`src/rtl/cby_param_cfg_pkg.sv`:
```
// cby_param_pkg: shared controller state encoding and elaboration-time helpers
package cby_param_pkg;
   typedef enum logic [1:0] {EMPTY, SHIFTING, READY} state_e;
   function automatic int clog2(input int v);
      int r;
      r = 0;
      while ((1 << r) < v) r++;
      return r;
   endfunction
   function automatic int tap_index(input int p, input int j, input int step, input int width);
      return (p + (j / 2) * step) % width;
   endfunction
endpackage

```
`src/rtl/cby_param_cfg_if.sv`:
```
// cby_param_cfg_if: serial configuration chain and status of the connection block
interface cby_param_cfg_if;
   logic ccff_head;
   logic ccff_en;
   logic cfg_commit;
   logic ccff_tail;
   logic cfg_loaded;
   logic cfg_error;
   modport master (output ccff_head, ccff_en, cfg_commit, input ccff_tail, cfg_loaded, cfg_error);
   modport slave (input ccff_head, ccff_en, cfg_commit, output ccff_tail, cfg_loaded, cfg_error);
endinterface

```
`src/rtl/cby_param_cfg_mux.sv`:
```
// cby_param_mux: one ipin selector; out-of-range selects drive 0
module cby_param_mux #(
   parameter int MUX_SIZE = 6,
   parameter int SEL_W    = 3
) (
   input  logic [MUX_SIZE-1:0] in_i,
   input  logic [SEL_W-1:0]    sel_i,
   output logic                out_o
);
   assign out_o = ({1'b0, sel_i} < (SEL_W+1)'(MUX_SIZE)) ? in_i[sel_i] : 1'b0;
endmodule

```
`src/rtl/cby_param_cfg.sv`:
```
// cby_param_cfg: vertical connection block with double-buffered serial config
module cby_param_cfg
   import cby_param_pkg::*;
#(
   parameter int CHAN_WIDTH = 9,
   parameter int N_LEFT     = 2,
   parameter int N_RIGHT    = 3,
   parameter int MUX_SIZE   = 6,
   parameter int TAP_STEP   = 4,
   parameter int REG_IPIN   = 0
) (
   input  logic                  prog_clk,
   input  logic                  prog_reset,
   input  logic [CHAN_WIDTH-1:0] chany_bottom_in,
   input  logic [CHAN_WIDTH-1:0] chany_top_in,
   output logic [CHAN_WIDTH-1:0] chany_bottom_out,
   output logic [CHAN_WIDTH-1:0] chany_top_out,
   output logic [N_LEFT-1:0]     ipin_left,
   output logic [N_RIGHT-1:0]    ipin_right,
   cby_param_cfg_if.slave        cfg
);
   localparam int SEL_W    = clog2(MUX_SIZE);
   localparam int N_PIN    = N_LEFT + N_RIGHT;
   localparam int CFG_BITS = N_PIN * SEL_W;
   localparam int CNT_W    = clog2(CFG_BITS + 2);
   localparam logic [CNT_W-1:0] CNT_FULL = CNT_W'(CFG_BITS);
   localparam logic [CNT_W-1:0] CNT_SAT  = CNT_W'(CFG_BITS + 1);

   state_e              state_q, state_d;
   logic [CFG_BITS-1:0] shadow_q, shadow_d, active_q, active_d;
   logic [CNT_W-1:0]    cnt_q, cnt_d;
   logic                tail_q, tail_d, loaded_q, loaded_d, error_q, error_d;
   logic [N_PIN-1:0]    mux_out, pin_c, pin;

   assign chany_top_out    = chany_bottom_in;
   assign chany_bottom_out = chany_top_in;

   always_ff @(posedge prog_clk) begin
      if (prog_reset) begin
         state_q  <= EMPTY;
         shadow_q <= '0;
         active_q <= '0;
         cnt_q    <= '0;
         tail_q   <= 1'b0;
         loaded_q <= 1'b0;
         error_q  <= 1'b0;
      end else begin
         state_q  <= state_d;
         shadow_q <= shadow_d;
         active_q <= active_d;
         cnt_q    <= cnt_d;
         tail_q   <= tail_d;
         loaded_q <= loaded_d;
         error_q  <= error_d;
      end
   end

   // commit outranks shift; a bad commit falls back to whatever config was live
   always_comb begin
      state_d  = state_q;
      shadow_d = shadow_q;
      active_d = active_q;
      cnt_d    = cnt_q;
      tail_d   = tail_q;
      loaded_d = loaded_q;
      error_d  = error_q;
      if (cfg.cfg_commit) begin
         cnt_d = '0;
         if (cnt_q == CNT_FULL) begin
            active_d = shadow_q;
            loaded_d = 1'b1;
            error_d  = 1'b0;
            state_d  = READY;
         end else begin
            error_d = 1'b1;
            state_d = loaded_q ? READY : EMPTY;
         end
      end else if (cfg.ccff_en) begin
         shadow_d = {shadow_q[CFG_BITS-2:0], cfg.ccff_head};
         tail_d   = shadow_q[CFG_BITS-1];
         cnt_d    = (cnt_q == CNT_SAT) ? cnt_q : cnt_q + CNT_W'(1);
         state_d  = SHIFTING;
      end
   end

   assign cfg.ccff_tail  = tail_q;
   assign cfg.cfg_loaded = loaded_q;
   assign cfg.cfg_error  = error_q;

   for (genvar p = 0; p < N_PIN; p++) begin : g_pin
      logic [MUX_SIZE-1:0] mux_in;
      for (genvar j = 0; j < MUX_SIZE; j++) begin : g_in
         localparam int T = tap_index(p, j, TAP_STEP, CHAN_WIDTH);
         assign mux_in[j] = (j % 2 == 0) ? chany_bottom_in[T] : chany_top_in[T];
      end
      cby_param_mux #(.MUX_SIZE(MUX_SIZE), .SEL_W(SEL_W)) u_mux (
         .in_i  (mux_in),
         .sel_i (active_q[p*SEL_W +: SEL_W]),
         .out_o (mux_out[p])
      );
   end

   assign pin_c = {N_PIN{loaded_q}} & mux_out;

   if (REG_IPIN != 0) begin : g_reg
      logic [N_PIN-1:0] pin_q;
      always_ff @(posedge prog_clk) pin_q <= prog_reset ? '0 : pin_c;
      assign pin = pin_q;
   end else begin : g_comb
      assign pin = pin_c;
   end

   assign ipin_left  = pin[N_LEFT-1:0];
   assign ipin_right = pin[N_PIN-1:N_LEFT];
endmodule

```
`src/flat_wrapper.sv`:
```
// flat-port wrapper written by rule: the top's interface ports become plain ports
module cby_param_cfg_flat import cby_param_pkg::*;
#(
   parameter int CHAN_WIDTH = 9,
   parameter int N_LEFT     = 2,
   parameter int N_RIGHT    = 3,
   parameter int MUX_SIZE   = 6,
   parameter int TAP_STEP   = 4,
   parameter int REG_IPIN   = 0
)
  (prog_clk, prog_reset, chany_bottom_in, chany_top_in, chany_bottom_out, chany_top_out, ipin_left, ipin_right, cfg_ccff_head, cfg_ccff_en, cfg_cfg_commit, cfg_ccff_tail, cfg_cfg_loaded, cfg_cfg_error);
  cby_param_cfg_if cfg_i ();
  input  logic prog_clk;
  input  logic prog_reset;
  input  logic [CHAN_WIDTH-1:0] chany_bottom_in;
  input  logic [CHAN_WIDTH-1:0] chany_top_in;
  output logic [CHAN_WIDTH-1:0] chany_bottom_out;
  output logic [CHAN_WIDTH-1:0] chany_top_out;
  output logic [N_LEFT-1:0] ipin_left;
  output logic [N_RIGHT-1:0] ipin_right;
  input wire logic [$bits(cfg_i.ccff_head)-1:0] cfg_ccff_head;
  input wire logic [$bits(cfg_i.ccff_en)-1:0] cfg_ccff_en;
  input wire logic [$bits(cfg_i.cfg_commit)-1:0] cfg_cfg_commit;
  output wire logic [$bits(cfg_i.ccff_tail)-1:0] cfg_ccff_tail;
  output wire logic [$bits(cfg_i.cfg_loaded)-1:0] cfg_cfg_loaded;
  output wire logic [$bits(cfg_i.cfg_error)-1:0] cfg_cfg_error;
  assign cfg_i.ccff_head = cfg_ccff_head;
  assign cfg_i.ccff_en = cfg_ccff_en;
  assign cfg_i.cfg_commit = cfg_cfg_commit;
  assign cfg_ccff_tail = cfg_i.ccff_tail;
  assign cfg_cfg_loaded = cfg_i.cfg_loaded;
  assign cfg_cfg_error = cfg_i.cfg_error;
  cby_param_cfg #(.CHAN_WIDTH(CHAN_WIDTH), .N_LEFT(N_LEFT), .N_RIGHT(N_RIGHT), .MUX_SIZE(MUX_SIZE), .TAP_STEP(TAP_STEP), .REG_IPIN(REG_IPIN)) u_core (.prog_clk(prog_clk), .prog_reset(prog_reset), .chany_bottom_in(chany_bottom_in), .chany_top_in(chany_top_in), .chany_bottom_out(chany_bottom_out), .chany_top_out(chany_top_out), .ipin_left(ipin_left), .ipin_right(ipin_right), .cfg(cfg_i));
endmodule
```
`config.mk`:
```
export PLATFORM = sky130hd
export DESIGN_NAME = cby_param_cfg_flat
export DESIGN_NICKNAME = d
export VERILOG_FILES = /design/src/rtl/cby_param_cfg_pkg.sv /design/src/rtl/cby_param_cfg_if.sv /design/src/rtl/cby_param_cfg_mux.sv /design/src/rtl/cby_param_cfg.sv /design/src/flat_wrapper.sv
export SDC_FILE = /design/constraint.sdc
export NUM_CORES = 1
export LEC_CHECK = 0
export CAP_MARGIN = 10
export CORE_AREA = 2 2 66 68
export CTS_CLUSTER_DIAMETER = 200
export DETAILED_ROUTE_END_ITERATION = 16
export DIE_AREA = 0 0 68 70
export PLACE_DENSITY = 0.83
export SETUP_SLACK_MARGIN = 0.5
export SLEW_MARGIN = 25
export SYNTH_ARGS = -nofsm -noshare
export SYNTH_HDL_FRONTEND = slang
export SYNTH_SLANG_ARGS = --single-unit
```
`constraint.sdc`:
```
create_clock -name prog_clk -period 2.03 [get_ports prog_clk]
set_input_delay 0.609 -clock prog_clk [delete_from_list [all_inputs] [get_ports prog_clk]]
set_output_delay 0.609 -clock prog_clk [all_outputs]
set_load 0.1 [all_outputs]
```
==> Yosys cells after proc, flatten, opt, wreduce, memory -nomap -nowiden <==
Index checks and enable logic that the tools add are counted.
{ "word_totals": {"regBits": 38, "input_bits": 23, "output_inout_bits": 26, "elab_cells": 42} }
{ "op_classes": {"addsub": 1, "order_cmp": 10, "n_eq_ne": 2, "mux": 16, "bitwise": 3, "n_reduce_logical": 4} }
{ "op_table": {"columns": ["op", "count"], "rows": [
  ["$lt A3 B4 Y1 const B", 5],
  ["$bmux W1 S3", 5],
  ["$lt A3 B3 Y1 const B", 5],
  ["$mux W1", 11],
  ["$reduce_and A2 Y1", 3],
  ["$add A5 B1 Y5 const B", 1],
  ["$and A5 B5 Y5", 1],
  ["$eq A5 B4 Y1 const B", 1],
  ["$eq A5 B5 Y1 const B", 1],
  ["$not A1 Y1", 2],
  ["$reduce_or A2 Y1", 1]
]} }

==> Depth between registers and ports, before layout <==
{ "logic_depth": {"word_depth": 4, "mapped_depth": 8, "depth_no_buf": 6} }

==> Cells and area by module <==
Synthesis repeated with hierarchy kept, for this count alone.
{ "hier_totals": {"cells_unflattened": 223, "hier_area_um2": 1933.1} }
{ "by_module_without_submodules": {"columns": ["module", "instances", "cells_per_inst", "area_per_inst_um2", "seq_area_each_um2"], "rows": [
  ["cby_param_cfg", 1, 198, 1676.6, 760.7],
  ["cby_param_mux", 5, 5, 51.3, 0.0]
]} }

==> Least setup slack after synthesis <==
OpenSTA, ideal clock, no wires.
{ "synth_timing": {"path_type": "flip-flop to output port", "from": "register u_core.loaded_q (netlist: u_core.cfg.cfg_loaded)", "to": "output ipin_left[0]", "arrival_ns": 3.604, "t_required_ns": 1.421, "slack_ns": -2.183, "stages_incl_launch_ff": 4, "path_buffers": 1, "cell_sequence": "dfxtp_1 -> clkbuf_1 -> nand2_1 -> o31ai_1"} }
{ "synth_between": {"elab_chain_cells": 1} }
{ "synth_rtl": {"columns": ["element", "line_no", "rtl"], "rows": [
  ["start: declaration", "cby_param_cfg.sv:32", "logic tail_q, tail_d, loaded_q, loaded_d, error_q, error_d;"],
  ["start signal: assignment", "cby_param_cfg.sv:53", "loaded_q <= loaded_d;"],
  ["$and A5 B5 Y5", "cby_param_cfg.sv:103", "assign pin_c = {N_PIN{loaded_q}} & mux_out;"],
  ["end: declaration", "flat_wrapper.sv:19", "output logic [N_LEFT-1:0] ipin_left;"]
]} }
Every way passes these cells.

==> Final worst setup path <==
{ "layout_timing": {"from": "input chany_top_in[2]", "to": "output ipin_right[1]"} }
{ "layout_between": {"elab_chain_cells": 4} }
{ "layout_rtl": {"columns": ["element", "line_no", "rtl"], "rows": [
  ["start: declaration", "flat_wrapper.sv:16", "input logic [CHAN_WIDTH-1:0] chany_top_in;"],
  ["$bmux W1 S3", "cby_param_cfg_mux.sv:10", "assign out_o = ({1'b0, sel_i} < (SEL_W+1)'(MUX_SIZE)) ? in_i[sel_i] : 1'b0;"],
  ["$mux W1 (not written as such)", "cby_param_cfg_mux.sv:10", null],
  ["$mux W1", "cby_param_cfg_mux.sv:10", null],
  ["$and A5 B5 Y5", "cby_param_cfg.sv:103", null],
  ["end: declaration", "flat_wrapper.sv:20", "output logic [N_RIGHT-1:0] ipin_right;"]
]} }
Every way passes these cells. The select of a mux whose other input is x is not followed.

==> flow_summary_export.csv <==
group,metric,value,unit
detailed_routing,via_per_inst,5.48,
critical_path,start_kind,"input port",
floorplan,die_w,68,µm
floorplan,die_height,70,µm
floorplan,core-area,0.00414,mm²
critical_path,cp.required,1.42,ns
critical_path,crit_path_end_kind,"primary output",
cells_and_area,n_antenna_cell,0,
outcome,status,"finished with violations",
critical_path,cp_slowest_cell,"mux4_2",
outcome,violations,"negative setup slack",
grt,track_usage,22.0,%
clocking,clk_pin_slew_worst_paths,0.07,ns
cells_and_area,area_delta_synth_final,68.0,%
synthesis,ys_types,28,
grt,grt_max_degree,35,
synthesis,synth_nets,245,
grt,busiest_layer,"met2",
critical_path,r2r_setup_slack,0.51,ns
grt,antenna_found_initial,0,
sta,drv_slew,0,
synthesis,yosys.area.top_type,"dfxtp_1",
power_and_ir_drop,p_leak,1.21,nW
synthesis,synth-edff-count,0,
synthesis,yosysWarnings,0,
critical_path,crit_type,"input port to primary output",
critical_path,cp_max_fo,3,
floorplan,io_pins,49,
critical_path,critPathArrivalTime,1.73,ns
clocking,cts_tree,"built",
sta,final.min_clock_period,2.34,ns
critical_path,critPathMaxStageDelay,0.49,ns
detailed_routing,num_vias,1829,
power_and_ir_drop,ir_drop,0.000456,V
grt,grt_pass1_vias,1724,
cells_and_area,nFillCells,218,
sta,max_slew.worst_pin.slew,0.406,ns
sta,rsz0062_at_grt,"true",
min_path,hp-class,"flip-flop to flip-flop",
synthesis,syn_inst,219,
grt,grt_use_met1,25.7,%
synthesis,syn-cell-area,0.00190,mm²
critical_path,crit_chain,"buf_8 > mux4_2 > nand3b_1 > o31ai_4 > buf_12",
sta,finalSetupViolations,5,
detailed_routing,wl_per_cell,18.5,µm
clocking,clk_latency,0.30,ns
detailed_routing,postRouteAntennaNets,0,
synthesis,synth.avg_cell_area,8.68,µm²
synthesis,synth-main-ff-cell,"dfxtp_1",
synthesis,yosysTopAreaCellShare,40.0,%
sta,finalWorstSetupSlack,-0.309,ns
sta,relSlewSlack,72.2,%
floorplan,die_area,0.00476,mm²
sta,clock_skew,0.00952,ns
grt,met2_usage,37.4,%
floorplan,initial_core_util,45.9,%
sta,post-route-period-util,115,%
synthesis,yosys-top-cells-area,"dfxtp_1, nand2_1, a21oi_2",
detailed_routing,drt_first_iter_violations,116,
clocking,clockBufferDepth,2,
placement,dp_hpwl,3160,µm
sta,hold_viol_final,0,
run,cap_violations,0,
placement,io_buffer_count,48,
cells_and_area,drive_above_1_share,49.3,%
placement,gp_congestion,0.734,
cells_and_area,nets,307,
detailed_routing,routed_wl,6170,µm
grt,grt.overflow.total,0,
clocking,numCtsBuffers,5,
synthesis,synth-seq-cells,38,
sta,fmax,0.428,GHz
grt,grt_util_met3,6.12,%
clocking,htree_levels,2,
clocking,holdBufCountCts,0,
cells_and_area,layout.core_utilization,77.1,%
sta,whs,0.470,ns
grt,grt_pass1_wl,8000,µm
clocking,cts.root.buffer_cell,"clkbuf_8",
clocking,clock_sinks,38,
power_and_ir_drop,power,1.98,mW
power_and_ir_drop,pwr_density_cell,620,mW/mm²
floorplan,fp-row-count,24,
synthesis,synth-async-reset-ratio,0,%
detailed_routing,first_pass_iters,4,
synthesis,synth_seq_area_share,40.0,%
detailed_routing,drc,0,
[routing by layer]
metal | vias up | wire length [µm]
met5 | - | 0
met4 | 0 | 144
met3 | 13 | 501
met2 | 95 | 3140
met1 | 888 | 2390
li1 | 833 | -
[cells by family after synthesis]
group | Yosys count | synth area share [%]
buf+inv | 33 | 12.5
mux | 12 | 9.61
simple gates | 93 | 20.9
xor+xnor | 1 | 0.461
compound gates | 39 | 14.5
fa+ha+maj | 3 | 1.97
flops | 38 | 40.0
[cell type report]
type | count | area [µm²] | share of cell area (%)
Timing Repair Buffer | 85 | 1180 | 37.0
Multi-Input combinational cell | 148 | 1010 | 31.8
Sequential cell | 38 | 781 | 24.4
Tap cell | 52 | 65.1 | 2.04
Clock buffer | 6 | 82.6 | 2.58
Inverter | 3 | 11.3 | 0.352
Clock inverter | 2 | 60.1 | 1.88
[worst paths after layout]
kind	cells after the start	startpoint	end
setup reg to reg	7	u_core.cnt_q[0]	u_core.active_q[8]
setup / recovery	5	chany_top_in[2]	ipin_right[1]
hold reg to reg	2	u_core.shadow_q[14]	u_core.cfg.ccff_tail
hold / removal	2	u_core.shadow_q[14]	u_core.cfg.ccff_tail
[cell usage after synthesis, types with 2 or more instances]
cell       n
a21oi_1   13
a21oi_2   18
buf_2      4
buf_4     20
buf_6      3
clkbuf_1   2
dfxtp_1   38
ha_1       3
inv_1      3
mux2i_1    7
mux4_2     5
nand2_1   74
nand3b_1   6
nor2_1     3
nor3_1     2
o21ai_0    2
o31ai_1    5
[state kept, by name, indices dropped and copies added (netlist names)]
signal                 cells
u_core.active_q           15
u_core.cfg.ccff_tail       1
u_core.cfg.cfg_error       1
u_core.cfg.cfg_loaded      1
u_core.cnt_q               5
u_core.shadow_q           15
[layout by cell type, fill, tap and decap left out, types with 2 or more instances in the layout]
cell             Yosys  final
dfxtp_2              0      7
bufinv_16            0      2
o21ai_0              2      2
buf_6                3     26
inv_1                3      3
clkdlybuf4s50_1      0      2
mux2i_2              0      2
ha_2                 0      2
nor2_2               1      2
nand2_1             74     71
nand2_4              0      2
nor2_1               3      2
mux2i_1              7      5
o31ai_4              0      5
clkbuf_8             0      6
buf_8                1     12
nor3_1               2      2
dfxtp_1             38     28
a21oi_1             13     11
dfxtp_4              0      3
buf_12               0     28
dlygate4sd2_1        0      2
mux4_2               5      5
nand3b_1             6      6
a21oi_2             18     20
buf_4               20     14
[worst max-delay path: cells and delay by family]
kind / cells / cell delay [ns]
and+or+nand+nor: 1 / 0.20
AOI/OAI and AO/OA: 1 / 0.13
muxes: 1 / 0.49
buffers and inverters: 2 / 0.29
[per-stage QoR]
stage / cells / setup slack [ns] / instance area (µm²) / TNS [ns]
floorplan: 219 / -0.266 / 1990 / -1.13
detailed placement: 308 / -0.650 / 2730 / -3.03
finish: 334 / -0.309 / 3200 / -1.10
CTS: 319 / -0.231 / 3010 / -0.862
global route: 334 / -0.309 / 3200 / -1.19
global placement: 308 / -0.573 / 2730 / -2.82
[repair_timing]
action,4_1_cts,5_1_grt
buffers inserted,3,14
gates resized for setup,127,24
cloned,0,1
endpoints found under the setup margin,48,36
pin swaps,3,1
[where the power goes]
| group | switching (mW) | total [mW] | leakage (nW) | internal, mW |
|---|---|---|---|---|
| Clock | 0.281 | 0.805 | 0.0714 | 0.524 |
| Sequential | 0.00477 | 0.751 | 0.312 | 0.746 |
| Combinational | 0.242 | 0.427 | 0.831 | 0.184 |
| Total | 0.528 | 1.98 | 1.21 | 1.45 |
No activity file was read; power rests on OpenSTA's default activity.
